File: config.mk
export PLATFORM = sky130hd
export DESIGN_NAME = mips_mc_control
export DESIGN_NICKNAME = d
export VERILOG_FILES = /design/src/rtl/mips_ctrl_pkg.sv /design/src/rtl/mips_alu_decode.sv /design/src/rtl/mips_mc_control.sv
export SDC_FILE = /design/constraint.sdc
export NUM_CORES = 1
export LEC_CHECK = 0
export BUFFER_PORTS_ARGS = -buffer_cell sky130_fd_sc_hd__buf_4
export CAP_MARGIN = 20
export CORE_MARGIN = 2
export CORE_UTILIZATION = 50
export DETAILED_ROUTE_END_ITERATION = 12
export HOLD_SLACK_MARGIN = 0.02
export PLACE_DENSITY = 0.85
export SYNTH_ARGS = -nofsm -noshare
export SYNTH_HDL_FRONTEND = slang
export SYNTH_HIERARCHICAL = 1
export SYNTH_SLANG_ARGS = --single-unit
File: constraint.sdc
create_clock -name Clk -period 2.7 [get_ports Clk]
set_input_delay 0.135 -clock Clk [delete_from_list [all_inputs] [get_ports Clk]]
set_output_delay 0.135 -clock Clk [all_outputs]
set_load 0.02 [all_outputs]
File: src/rtl/mips_ctrl_pkg.sv
// Shared types and encodings for the multicycle MIPS control FSM.
package mips_ctrl_pkg;

  typedef enum logic [4:0] {
    StRst    = 5'd0,
    StFetch  = 5'd1,
    StDecode = 5'd2,
    StRexec  = 5'd3,
    StRwb    = 5'd4,
    StIexec  = 5'd5,
    StIwb    = 5'd6,
    StMaddr  = 5'd7,
    StMread  = 5'd8,
    StLwb    = 5'd9,
    StMwrite = 5'd10,
    StBranch = 5'd11,
    StJump   = 5'd12,
    StExc    = 5'd13
  } state_t;

  localparam logic [5:0] OP_RTYPE = 6'h00;
  localparam logic [5:0] OP_LW    = 6'h23;
  localparam logic [5:0] OP_SW    = 6'h2B;
  localparam logic [5:0] OP_BEQ   = 6'h04;
  localparam logic [5:0] OP_BNE   = 6'h05;
  localparam logic [5:0] OP_J     = 6'h02;
  localparam logic [5:0] OP_ADDI  = 6'h08;

  localparam logic [5:0] FUNCT_ADD = 6'h20;
  localparam logic [5:0] FUNCT_SUB = 6'h22;
  localparam logic [5:0] FUNCT_AND = 6'h24;
  localparam logic [5:0] FUNCT_XOR = 6'h26;

  localparam logic [2:0] ALU_OP_ADD = 3'b001;
  localparam logic [2:0] ALU_OP_SUB = 3'b010;
  localparam logic [2:0] ALU_OP_AND = 3'b011;
  localparam logic [2:0] ALU_OP_XOR = 3'b110;

  localparam logic [1:0] SRCB_B    = 2'b00;
  localparam logic [1:0] SRCB_FOUR = 2'b01;
  localparam logic [1:0] SRCB_IMM  = 2'b10;
  localparam logic [1:0] SRCB_BOFF = 2'b11;

  localparam logic [1:0] PCSRC_ALU    = 2'b00;
  localparam logic [1:0] PCSRC_ALUOUT = 2'b01;
  localparam logic [1:0] PCSRC_JUMP   = 2'b10;
  localparam logic [1:0] PCSRC_EXC    = 2'b11;

  typedef struct packed {
    logic       iord;
    logic       wr;
    logic       mem_to_reg;
    logic       reg_dst;
    logic       reg_write;
    logic       alu_src_a;
    logic [1:0] alu_src_b;
    logic [1:0] pc_source;
    logic [2:0] alu_sel;
    logic       pc_load;
    logic       ir_load;
    logic       mdr_load;
    logic       a_load;
    logic       b_load;
    logic       aluout_load;
    logic       epc_load;
    logic       pc_reset;
    logic       ir_reset;
    logic       mdr_reset;
    logic       a_reset;
    logic       b_reset;
    logic       aluout_reset;
    logic       reg_reset;
  } ctrl_t;

endpackage

File: src/rtl/mips_alu_decode.sv
// R-type funct decode: ALU operation, legality and whether the op can overflow.
module mips_alu_decode
  import mips_ctrl_pkg::*;
(
  input  logic [5:0] funct,
  output logic [2:0] alu_sel,
  output logic       legal,
  output logic       arith
);

  always_comb begin
    alu_sel = ALU_OP_ADD;
    legal   = 1'b1;
    arith   = 1'b0;
    case (funct)
      FUNCT_ADD: begin
        alu_sel = ALU_OP_ADD;
        arith   = 1'b1;
      end
      FUNCT_SUB: begin
        alu_sel = ALU_OP_SUB;
        arith   = 1'b1;
      end
      FUNCT_AND: alu_sel = ALU_OP_AND;
      FUNCT_XOR: alu_sel = ALU_OP_XOR;
      default:   legal   = 1'b0;
    endcase
  end

endmodule

File: src/rtl/mips_mc_control.sv
// Multicycle MIPS control FSM: fetch/decode/execute/mem/writeback plus trap handling.
module mips_mc_control
  import mips_ctrl_pkg::*;
#(
  parameter int unsigned MEM_WAIT    = 1,
  parameter logic [2:0]  EXC_ALU_SUB = 3'b010,
  parameter logic [2:0]  ALU_ADD     = 3'b001
) (
  input  logic       Clk,
  input  logic       reset,
  input  logic [5:0] Op,
  input  logic [5:0] Funct,
  input  logic       ALU_zero,
  input  logic       ALU_overflow,
  output logic [4:0] StateOut,
  output logic       IorD,
  output logic       wr,
  output logic       MemtoReg,
  output logic       RegDst,
  output logic       RegWrite,
  output logic       ALUSrcA,
  output logic [1:0] ALUSrcB,
  output logic [1:0] PCSource,
  output logic [2:0] ALU_sel,
  output logic       PC_load,
  output logic       IR_load,
  output logic       MDR_load,
  output logic       A_load,
  output logic       B_load,
  output logic       ALUOut_load,
  output logic       EPC_load,
  output logic       PC_reset,
  output logic       IR_reset,
  output logic       MDR_reset,
  output logic       A_reset,
  output logic       B_reset,
  output logic       ALUOut_reset,
  output logic       RegReset
);

  localparam logic [2:0] WaitLast = 3'(MEM_WAIT);

  state_t     state_q, state_d;
  logic [2:0] cnt_q, cnt_d;
  logic       wait_done;
  logic [2:0] dec_sel;
  logic       funct_legal, funct_arith;
  ctrl_t      c, c_out;

  mips_alu_decode u_alu_decode (
    .funct   (Funct),
    .alu_sel (dec_sel),
    .legal   (funct_legal),
    .arith   (funct_arith)
  );

  assign wait_done = (cnt_q == WaitLast);

  always_ff @(posedge Clk or negedge reset) begin
    if (!reset) begin
      state_q <= StRst;
      cnt_q   <= '0;
    end else begin
      state_q <= state_d;
      cnt_q   <= (state_d != state_q) ? 3'd0 : cnt_d;
    end
  end

  always_comb begin
    c       = '0;
    state_d = state_q;
    cnt_d   = cnt_q;
    unique case (state_q)
      StRst: begin
        c.pc_reset     = 1'b1;
        c.ir_reset     = 1'b1;
        c.mdr_reset    = 1'b1;
        c.a_reset      = 1'b1;
        c.b_reset      = 1'b1;
        c.aluout_reset = 1'b1;
        c.reg_reset    = 1'b1;
        state_d        = StFetch;
      end
      StFetch: begin
        if (wait_done) begin
          c.ir_load   = 1'b1;
          c.pc_load   = 1'b1;
          c.pc_source = PCSRC_ALU;
          c.alu_src_b = SRCB_FOUR;
          c.alu_sel   = ALU_ADD;
          state_d     = StDecode;
        end else begin
          cnt_d = cnt_q + 3'd1;
        end
      end
      StDecode: begin
        // Speculatively compute the branch target into ALUOut.
        c.a_load      = 1'b1;
        c.b_load      = 1'b1;
        c.aluout_load = 1'b1;
        c.alu_src_b   = SRCB_BOFF;
        c.alu_sel     = ALU_ADD;
        case (Op)
          OP_RTYPE:      state_d = funct_legal ? StRexec : StExc;
          OP_LW, OP_SW:  state_d = StMaddr;
          OP_BEQ, OP_BNE: state_d = StBranch;
          OP_J:          state_d = StJump;
          OP_ADDI:       state_d = StIexec;
          default:       state_d = StExc;
        endcase
      end
      StRexec: begin
        c.alu_src_a   = 1'b1;
        c.alu_src_b   = SRCB_B;
        c.alu_sel     = dec_sel;
        c.aluout_load = 1'b1;
        state_d       = StRwb;
      end
      StRwb: begin
        c.alu_src_a = 1'b1;
        c.alu_src_b = SRCB_B;
        c.alu_sel   = dec_sel;
        if (funct_arith && ALU_overflow) begin
          state_d = StExc;
        end else begin
          c.reg_write = 1'b1;
          c.reg_dst   = 1'b1;
          state_d     = StFetch;
        end
      end
      StIexec, StMaddr: begin
        c.alu_src_a   = 1'b1;
        c.alu_src_b   = SRCB_IMM;
        c.alu_sel     = ALU_ADD;
        c.aluout_load = 1'b1;
        if (state_q == StIexec) state_d = StIwb;
        else                    state_d = (Op == OP_LW) ? StMread : StMwrite;
      end
      StIwb: begin
        c.alu_src_a = 1'b1;
        c.alu_src_b = SRCB_IMM;
        c.alu_sel   = ALU_ADD;
        if (ALU_overflow) begin
          state_d = StExc;
        end else begin
          c.reg_write = 1'b1;
          state_d     = StFetch;
        end
      end
      StMread: begin
        c.iord = 1'b1;
        if (wait_done) begin
          c.mdr_load = 1'b1;
          state_d    = StLwb;
        end else begin
          cnt_d = cnt_q + 3'd1;
        end
      end
      StLwb: begin
        c.reg_write  = 1'b1;
        c.mem_to_reg = 1'b1;
        state_d      = StFetch;
      end
      StMwrite: begin
        c.iord  = 1'b1;
        c.wr    = 1'b1;
        state_d = StFetch;
      end
      StBranch: begin
        c.alu_src_a = 1'b1;
        c.alu_src_b = SRCB_B;
        c.alu_sel   = EXC_ALU_SUB;
        c.pc_source = PCSRC_ALUOUT;
        c.pc_load   = (Op == OP_BNE) ? !ALU_zero : ALU_zero;
        state_d     = StFetch;
      end
      StJump: begin
        c.pc_source = PCSRC_JUMP;
        c.pc_load   = 1'b1;
        state_d     = StFetch;
      end
      StExc: begin
        // EPC <= PC - 4 since PC was already advanced in FETCH.
        c.alu_src_b = SRCB_FOUR;
        c.alu_sel   = EXC_ALU_SUB;
        c.epc_load  = 1'b1;
        c.pc_source = PCSRC_EXC;
        c.pc_load   = 1'b1;
        state_d     = StFetch;
      end
      default: state_d = StRst;
    endcase
  end

  // Reset low forces every control line inactive immediately.
  assign c_out = reset ? c : '0;

  assign StateOut     = state_q;
  assign IorD         = c_out.iord;
  assign wr           = c_out.wr;
  assign MemtoReg     = c_out.mem_to_reg;
  assign RegDst       = c_out.reg_dst;
  assign RegWrite     = c_out.reg_write;
  assign ALUSrcA      = c_out.alu_src_a;
  assign ALUSrcB      = c_out.alu_src_b;
  assign PCSource     = c_out.pc_source;
  assign ALU_sel      = c_out.alu_sel;
  assign PC_load      = c_out.pc_load;
  assign IR_load      = c_out.ir_load;
  assign MDR_load     = c_out.mdr_load;
  assign A_load       = c_out.a_load;
  assign B_load       = c_out.b_load;
  assign ALUOut_load  = c_out.aluout_load;
  assign EPC_load     = c_out.epc_load;
  assign PC_reset     = c_out.pc_reset;
  assign IR_reset     = c_out.ir_reset;
  assign MDR_reset    = c_out.mdr_reset;
  assign A_reset      = c_out.a_reset;
  assign B_reset      = c_out.b_reset;
  assign ALUOut_reset = c_out.aluout_reset;
  assign RegReset     = c_out.reg_reset;

endmodule
==> results.tsv <==
metric	value	unit
clockBufferDepth	2	
synth_area_per_cell	7.04	µm²
slew_headroom	52.5	%
clk_pin_slew	0.06	ns
overflow	0	
final_cell_area	1360	µm²
io_pins	48	
synthesis.area	1010	µm²
tightest_slew	0.713	ns
cap_violations	0	
root_buffer	clkbuf_4	
syn-num-nets	162	
tritoncts	yes	
diodes	0	
routed_wl	2990	µm
ys.warnings.count	6	
setup_ws	0.443	ns
post-cts-setup-buffer-count	0	
port_buffers	47	
vias	1229	
dr.first_iter.drc_count	38	
grt_use_met3	1.23	%
antenna_found_initial	0	
cp.arrival	2.12	ns
total_power	405	µW
synth.most_common_cell	nor2_1	
grt_pass1_wl	4770	µm
ant_nets	0	
setup_tns	0	ns
place_area	1320	µm²
cts_hold_buf	1	
final.setup_skew	0.00679	ns
viasPerCell	5.91	
critical_path.max_fanout	13	
synth_edf_count	0	
synthFlopType	dfrtp_1	
die_w	49.0	µm
post-route-period-util	83.6	%
rsz0062_at_grt	false	
ir_drop	301	µV
dp_hpwl	2260	µm
core_region_area	1940	µm²
leakage	0.000586	µW
synth_top_area_share	19.8	%
start_util	52.2	%
cts_resized	0	
row_count	16	
setup_viol	0	
worstHoldPathType	in -> async	
outcome	completed	
synthTopCellsByCount	nor2_1 (18), nand2_1 (13), o21ai_0 (9)	
synth_area_leader_cell	dfrtp_1	
die_area	2400	µm²
cp-end-kind	output pin	
criticalPathCategory	reg -> out	
cts_made_buffers	3	
gp_congestion	0.958	
globalRouteMet1Util	35.2	%
start_kind	register	
layout.nets	201	
clock-sinks	8	
fmax	0.443	GHz
grt_pass1_vias	1056	
synth-seq-cells	8	
synthTopCellsByArea	dfrtp_1 (20%), nor2_1 (6.7%), buf_4 (5.2%)	
syn_inst	144	
cts_max_level	1	
use_met2	38.6	%
hold_violations	0	
wl_per_cell	14.4	µm
grt_usage	24.8	%
grt_busiest_layer	met2	
synth_cell_type_count	43	
insertion_delay	0.25	ns
syn2layout_area_growth	33.8	%
power_density	298	nW/µm²
yosysSeqAreaShare	19.8	%
maxSlewViolCount	0	
grt_max_degree	26	
dr.pass1.iters	6	
synth-async-reset-ratio	100	%
drive_above_1_share	29.8	%
fill_cells	177	
min_period	2.26	ns
dpl_worst_slack	0.749	ns
route.detailed.drc	0	
required	2.57	ns
chipHeight	49.0	µm
[flip-flops by register name, indices dropped and copies added, names as in the netlist]
signal    count
StateOut      5
cnt_q         3
[power breakdown]
| group | leakage (µW) | switching [µW] | total [µW] | internal [µW] |
|---|---|---|---|---|
| Clock | 0.0000138 | 40.0 | 90.8 | 50.8 |
| Sequential | 0.000106 | 26.5 | 154 | 127 |
| Combinational | 0.000466 | 91.7 | 161 | 68.8 |
| Total | 0.000586 | 158 | 405 | 247 |
[cells in the final DEF (no fill, tap or decap), types with 2 or more instances in the layout]
master,Yosys,routed
nor2_1,18,18
and3_1,2,2
nor4_1,7,7
ha_1,2,2
clkbuf_4,0,3
a32oi_1,2,2
nand4b_1,3,3
nand2_1,13,13
nand2b_1,8,8
nand3_1,3,3
a2111oi_0,2,2
nor3_1,6,6
or3_1,2,2
nor2b_1,7,7
o21ai_0,9,9
inv_1,2,2
and2_1,2,2
dfrtp_1,8,8
buf_4,7,48
o211ai_1,3,3
a31oi_1,2,2
a21oi_1,8,8
o31ai_1,2,2
[path summary, 6_finish.rpt]
path | startpoint | endpoint | slack, ns | depth (start not counted)
max | StateOut[3]$_DFF_PN0_ | MDR_load | 0.44 | 4
min | reset | cnt_q[0]$_DFFE_PN0P_ | 0.24 | 2
max in group asynchronous | reset | StateOut[2]$_DFF_PN0_ | 2.30 | 2
max reg2reg | StateOut[2]$_DFF_PN0_ | cnt_q[1]$_DFFE_PN0P_ | 0.85 | 5
min in group Clk | Op[4] | StateOut[1]$_DFF_PN0_ | 0.29 | 4
min reg2reg | cnt_q[0]$_DFFE_PN0P_ | cnt_q[0]$_DFFE_PN0P_ | 0.49 | 1
[through the flow]
step | std cells | util, % | hold WS, ns
finish | 208 | 69.8 | 0.244
global route | 208 | 69.8 | 0.275
CTS | 208 | 69.8 | 0.243
detailed placement | 204 | 68.2 | -0.0261
global placement | 204 | 68.2 | -0.0303
floorplan | 144 | - | -0.161
[final cells by class]
type | count | area [µm²] | share of cell area, %
multi-input cells | 118 | 718 | 53.0
repair buffers | 49 | 370 | 27.3
flip-flops and latches | 8 | 200 | 14.8
well taps | 27 | 33.8 | 2.49
clock buffers | 3 | 22.5 | 1.66
inverters | 3 | 11.3 | 0.830
[kinds of logic after synthesis]
kind of cell               Yosys count  synth area share (%)
other                                1                 0.370
AOI/OAI and AO/OA                   36                  24.3
and+or+nand+nor                     77                  42.0
adders and majority gates            2                  2.47
buffers and inverters               18                  9.38
DFF                                  8                  19.8
xor gates and xnor gates             2                  1.73
[critical path, stage by stage, from the launching register on]
cell and delay [ns]:
dfrtp_1 0.59, clkinv_1 0.36, or3_1 0.51, nor4_1 0.21, buf_4 0.19
[layer usage]
layer	share of wire [%]	vias up	wire (µm)
met5	0	-	0
met4	0.90	0	27
li1	-	599	-
met1	44	568	1320
met2	48	58	1440
met3	6.8	4	202
No activity file was read; power rests on OpenSTA's default activity.
